File: config.mk
export PLATFORM = sky130hd
export DESIGN_NAME = inst_buffer
export DESIGN_NICKNAME = d
export VERILOG_FILES = /design/src/rtl/inst_buffer_pkg.sv /design/src/rtl/inst_buffer_warp.sv /design/src/rtl/inst_buffer.sv
export SDC_FILE = /design/constraint.sdc
export NUM_CORES = 1
export LEC_CHECK = 0
export ABC_AREA = 1
export BUFFER_PORTS_ARGS = -buffer_cell sky130_fd_sc_hd__buf_4
export CAP_MARGIN = 25
export CORE_UTILIZATION = 56
export DETAILED_ROUTE_END_ITERATION = 10
export GPL_ROUTABILITY_DRIVEN = 0
export PLACE_DENSITY = 0.81
export RECOVER_POWER = 100
export SETUP_SLACK_MARGIN = 0.1
export SKIP_LAST_GASP = 1
export SYNTH_ARGS = -nofsm -noshare
export SYNTH_HDL_FRONTEND = slang
export SYNTH_SLANG_ARGS = --single-unit
File: constraint.sdc
create_clock -name clk -period 8.51 [get_ports clk]
set_input_delay 1.2765 -clock clk [delete_from_list [all_inputs] [get_ports clk]]
set_output_delay 1.2765 -clock clk [all_outputs]
set_load 0.02 [all_outputs]
File: src/rtl/inst_buffer_pkg.sv
// Shared GPGPU sizing and the fill slot selection used by every warp buffer.
// Pure declarations: no latency and no flow control.
package inst_buffer_pkg;

    localparam int GPU_NUM_WARP     = 4;
    localparam int GPU_NUM_WARP_LOG = 2;
    localparam int GPU_INST_WIDTH   = 32;
    localparam int GPU_PC_WIDTH     = 32;

    typedef enum logic [1:0] {
        SLOT_ENTRY0 = 2'd0,
        SLOT_ENTRY1 = 2'd1,
        SLOT_NONE   = 2'd2
    } fillSlot_e;

    // Entry 0 is preferred; both occupied means the fill has nowhere to go.
    function automatic fillSlot_e pickSlot(input logic valid0, input logic valid1);
        fillSlot_e slot;
        slot = SLOT_NONE;
        if (!valid1) slot = SLOT_ENTRY1;
        if (!valid0) slot = SLOT_ENTRY0;
        return slot;
    endfunction

endpackage

File: src/rtl/inst_buffer_warp.sv
// Two-entry instruction store for one warp; fill/issue/flush take effect at the next edge.
// No backpressure: a fill into a full warp is dropped and reported on fillDrop.
module inst_buffer_warp
    import inst_buffer_pkg::*;
#(
    parameter int INST_WIDTH = GPU_INST_WIDTH,
    parameter int PC_WIDTH   = GPU_PC_WIDTH
) (
    input  logic                     clk,
    input  logic                     reset,
    input  logic                     fillEn,
    input  logic [INST_WIDTH-1:0]    fillInst,
    input  logic [PC_WIDTH-1:0]      fillPc,
    input  logic                     issueEn,
    input  logic                     issueEntry,
    input  logic                     flushEn,
    output logic [1:0]               entryValid,
    output logic [1:0][INST_WIDTH-1:0] entryInst,
    output logic [1:0][PC_WIDTH-1:0] entryPc,
    output logic                     fillDrop
);

    fillSlot_e slot;

    // Slot choice looks at occupancy before this cycle's issue, so a slot
    // freed by an issue only becomes fillable on the following cycle.
    assign slot     = pickSlot(entryValid[0], entryValid[1]);
    assign fillDrop = fillEn && (slot == SLOT_NONE);

    always_ff @(posedge clk) begin
        if (reset || flushEn) begin
            entryValid <= '0;
        end else begin
            if (issueEn) entryValid[issueEntry] <= 1'b0;
            if (fillEn && (slot == SLOT_ENTRY0)) entryValid[0] <= 1'b1;
            if (fillEn && (slot == SLOT_ENTRY1)) entryValid[1] <= 1'b1;
        end
    end

    always_ff @(posedge clk) begin
        if (fillEn && (slot == SLOT_ENTRY0)) begin
            entryInst[0] <= fillInst;
            entryPc[0]   <= fillPc;
        end
        if (fillEn && (slot == SLOT_ENTRY1)) begin
            entryInst[1] <= fillInst;
            entryPc[1]   <= fillPc;
        end
    end

endmodule

File: src/rtl/inst_buffer.sv
// Per-warp two-entry instruction buffer feeding the issue arbiter; issue output is registered (1 cycle).
// No backpressure: fills to a full warp are dropped and flagged on the sticky overflow_o.
module inst_buffer
    import inst_buffer_pkg::*;
#(
    parameter int NUM_WARP     = GPU_NUM_WARP,
    parameter int NUM_WARP_LOG = GPU_NUM_WARP_LOG,
    parameter int INST_WIDTH   = GPU_INST_WIDTH,
    parameter int PC_WIDTH     = GPU_PC_WIDTH
) (
    input  logic                    clk,
    input  logic                    reset,
    input  logic                    fill_valid_i,
    input  logic [NUM_WARP_LOG-1:0] fill_warp_i,
    input  logic [INST_WIDTH-1:0]   fill_inst_i,
    input  logic [PC_WIDTH-1:0]     fill_pc_i,
    input  logic [NUM_WARP-1:0]     depReady0_i,
    input  logic [NUM_WARP-1:0]     depReady1_i,
    input  logic                    issue_valid_i,
    input  logic [NUM_WARP_LOG-1:0] issue_warp_i,
    input  logic                    issue_entry_i,
    input  logic                    flush_i,
    input  logic [NUM_WARP_LOG-1:0] flush_warp_i,
    output logic [NUM_WARP-1:0]     ReadyVector0_o,
    output logic [NUM_WARP-1:0]     ReadyVector1_o,
    output logic [NUM_WARP_LOG-1:0] preWarp_o,
    output logic [NUM_WARP-1:0]     full_o,
    output logic                    issue_valid_o,
    output logic [INST_WIDTH-1:0]   issue_inst_o,
    output logic [PC_WIDTH-1:0]     issue_pc_o,
    output logic [NUM_WARP_LOG-1:0] issue_warp_o,
    output logic                    overflow_o
);

    logic [1:0]                 warpValid [NUM_WARP];
    logic [1:0][INST_WIDTH-1:0] warpInst  [NUM_WARP];
    logic [1:0][PC_WIDTH-1:0]   warpPc    [NUM_WARP];
    logic [NUM_WARP-1:0]        fillDrop;
    logic                       issueTaken;

    // A flush of the issuing warp wins; issuing an empty entry is a no-op.
    assign issueTaken = issue_valid_i
                     && !(flush_i && (flush_warp_i == issue_warp_i))
                     && warpValid[issue_warp_i][issue_entry_i];

    for (genvar w = 0; w < NUM_WARP; w++) begin : g_warp
        logic isFlush;
        logic isFill;
        logic isIssue;

        assign isFlush = flush_i && (flush_warp_i == NUM_WARP_LOG'(w));
        assign isFill  = fill_valid_i && (fill_warp_i == NUM_WARP_LOG'(w)) && !isFlush;
        assign isIssue = issueTaken && (issue_warp_i == NUM_WARP_LOG'(w));

        inst_buffer_warp #(
            .INST_WIDTH (INST_WIDTH),
            .PC_WIDTH   (PC_WIDTH)
        ) u_warp (
            .clk        (clk),
            .reset      (reset),
            .fillEn     (isFill),
            .fillInst   (fill_inst_i),
            .fillPc     (fill_pc_i),
            .issueEn    (isIssue),
            .issueEntry (issue_entry_i),
            .flushEn    (isFlush),
            .entryValid (warpValid[w]),
            .entryInst  (warpInst[w]),
            .entryPc    (warpPc[w]),
            .fillDrop   (fillDrop[w])
        );

        assign ReadyVector0_o[w] = warpValid[w][0] & depReady0_i[w];
        assign ReadyVector1_o[w] = warpValid[w][1] & depReady1_i[w];
        assign full_o[w]         = warpValid[w][0] & warpValid[w][1];
    end

    always_ff @(posedge clk) begin
        if (reset) begin
            issue_valid_o <= 1'b0;
            issue_inst_o  <= '0;
            issue_pc_o    <= '0;
            issue_warp_o  <= '0;
            preWarp_o     <= '0;
            overflow_o    <= 1'b0;
        end else begin
            issue_valid_o <= issueTaken;
            overflow_o    <= overflow_o | (|fillDrop);
            if (issueTaken) begin
                issue_inst_o <= warpInst[issue_warp_i][issue_entry_i];
                issue_pc_o   <= warpPc[issue_warp_i][issue_entry_i];
                issue_warp_o <= issue_warp_i;
                preWarp_o    <= issue_warp_i;
            end
        end
    end

endmodule

==> out/qor.yml <==
status: "finished, violations left"
violations: "capacitance limit, slew limit"
final_cell_mix: "754 x nand2_1, 512 x edfxtp_1, 172 x clkbuf_1, 136 x nor2_1, 132 x nand4_1"
max_freq_ghz: 0.176
crit_type: "in -> reg"
antenna_found_initial: 10
overflow: 0
fin_nets: 2078
hold_buffers: 0
ios: 166
worstMarginPinSlew_ps: 4060
root_buffer: "clkbuf_16"
drt_iter0_markers: 1630
reg2reg_depth: 4
dp_slack_ps: 4400
cts_max_path_buffers: 3
grt_first_pass_wirelength_um: 77900
rsz0062_at_grt: "false"
num_vias: 14500
yosysSeqAreaShare_pct: 76.0
clk_latency_ps: 580
hpwlAfterDp_um: 26000
synth_top_family_by_area: "simple AND/OR/NAND/NOR gates"
min_period_ps: 5690
endpoint: "issue_inst_o[28]"
synthAdderAreaFrac_pct: 0
synth_cell_types: 22
finClkSkew_ps: 19.9
critPathMostFrequentCell: "nand2_1"
die_area_um2: 40500
power_density_nw_per_um2: 239
grt_max_degree: 74
seqPwrFrac_pct: 54.4
rows: 72
synthXorXnorAreaFrac_pct: 0.0788
worstPathCellList: "clkbuf_1 > nor2_4 > buf_4 > clkbuf_1 > nand2_1 > nand4_1 > nand2_1 > nand2_1 > nor2_1 > nor2_1"
yosysWarnings: 0
postRouteAntennaNets: 0
cell_internal_pwr_uw: 4650
fin_setup_tns_ps: 0
combPwrFrac_pct: 6.3
fp.dieW_um: 201
rrSetupSlack_ps: 3610
crit_start: "issue_warp_i[0]"
power.switching_uw: 1320
clk_pin_slew_worst_paths_ps: 60
ys_seq_elements: 588
post_drt_wl_per_cell_um: 19.8
numClockSinks: 588
start_kind: "input pin"
die_y_um: 201
r2r-start: "g_warp[3].u_warp.entryValid[0]"
vias_per_cell: 5.64
grt_usage_pct: 25.0
worstPathRequired_ps: 9020
synth.net_count: 1929
hold_violations: 0
initial_core_util_pct: 57.1
cts_setup_buffers: 0
drcViolationCount: 0
timing.rr.end: "g_warp[3].u_warp.entryInst[42]"
syn_area_per_cell_um2: 12.1
first_global_vias: 14100
slew_headroom_pct: -171
slowest_stage: "clkbuf_1"
cts_resized: 0
final_common_cell: "nand2_1"
drive_gt1_share_pct: 5.74
finalCritPeriodShare_pct: 66.9
setup_violations: 0
firstDrtPassIters: 6
slew_violations: 522
synthCells: 1845
synthSimpleGateAreaFrac_pct: 19.2
yosys-top-cells-area: "edfxtp_1 69%, nand2_1 13%, dfxtp_1 6.8%"
p_clk_share_pct: 39.4
finalWirelength_um: 50800
max_stage_delay_ps: 2720
core-area_um2: 38900
crit_arrival_ps: 6210
cp_max_fo: 71
synth_top_area_share_pct: 69.1
syn_area_um2: 22200
htree_levels: 2
cts_buffers: 53
synth-compound-area-share_pct: 1.76
ir_drop_mv: 0.152
area_delta_synth_final_pct: 12.4
endpoint_kind: "flip-flop"
synth_top_area_cell: "edfxtp_1"
hp-class: "reg -> reg"
port_buffers: 165
swShare_pct: 22.1
maxCapViolations: 14
cts_tree: "yes"
p_leak_uw: 0.00886
fin_ws_ps: 2820
muxShareOfSynthArea_pct: 0
[critical path, delay by kind of cell]
kind | cells | cell delay [ps]
and+or+nand+nor | 7 | 1280
buffers and inverters | 3 | 3560
[layer usage]
metal	vias up	GRT usage [%]	wire (µm)
li1	6663	-	-
met1	6990	32.4	20200
met2	693	42.5	25000
met3	108	4.76	4420
met4	8	8.60	1160
met5	-	0	46
[layout make-up]
class | instances | area, µm²
multi-input cells | 1122 | 4710
well taps | 518 | 648
repair buffers | 191 | 838
inverters | 38 | 148
clock buffers | 70 | 1480
fillers | 2784 | 13900
diodes | 9 | 22.5
flip-flops and latches | 588 | 16900
clock inverters | 29 | 240
[cell families after synthesis]
family / after synthesis
compound gates: 78
xor+xnor: 2
buf+inv: 135
flops: 588
simple gates: 1042
[flip-flops by register name, indices dropped and copies added, names as in the netlist]
name,cells
overflow_o,1
issue_pc_o,32
issue_inst_o,32
g_warp.u_warp.entryInst,256
g_warp.u_warp.entryPc,256
g_warp.u_warp.entryValid,8
issue_warp_o,2
issue_valid_o,1
[power groups by stage]
| stage | clock [µW] | combinational [µW] | sequential, µW |
|---|---|---|---|
| global placement | 0 | 395 | 3300 |
| detailed placement | 0 | 410 | 3300 |
| finish | 2350 | 375 | 3250 |
| global route | 2480 | 411 | 3250 |
| floorplan | 0 | 201 | 3330 |
| CTS | 2360 | 414 | 3240 |
[cell usage after synthesis]
library cell	number
o21ai_1	10
o22ai_1	1
buf_2	48
nor2_4	1
buf_6	8
buf_4	7
o21ai_0	56
nand2_1	754
clkbuf_1	28
a21oi_1	11
nand4_1	132
nor2_1	136
dfxtp_1	76
inv_2	2
buf_1	6
nand3_1	13
nor2_2	3
inv_1	35
edfxtp_1	512
nor3_1	3
clkinv_1	1
xnor2_1	2
[worst min path at each step]
stage                                     endpoint  depth (start not counted)  slack (ps)                      startpoint
finish                              issue_pc_o[22]                          2         500                  issue_pc_o[22]
global route                        issue_pc_o[15]                          2         540                  issue_pc_o[15]
CTS                                 issue_pc_o[14]                          2         510                  issue_pc_o[14]
detailed placement                  issue_pc_o[14]                          2         490                  issue_pc_o[14]
global placement                    issue_pc_o[21]                          2         490                  issue_pc_o[21]
floorplan           g_warp[0].u_warp.entryValid[1]                          2         460  g_warp[0].u_warp.entryValid[1]
[through the flow]
step	utilization, %	hold WS (ps)	area, µm²	power [µW]	instances
floorplan	-	463	22200	3530	1845
finish	64.2	500	25000	5970	2565
detailed placement	61.3	488	23900	3710	2453
global route	64.2	538	25000	6140	2560
CTS	65.8	507	25600	6020	2552
global placement	61.2	485	23800	3700	2451
No activity file was read; power rests on OpenSTA's default activity.
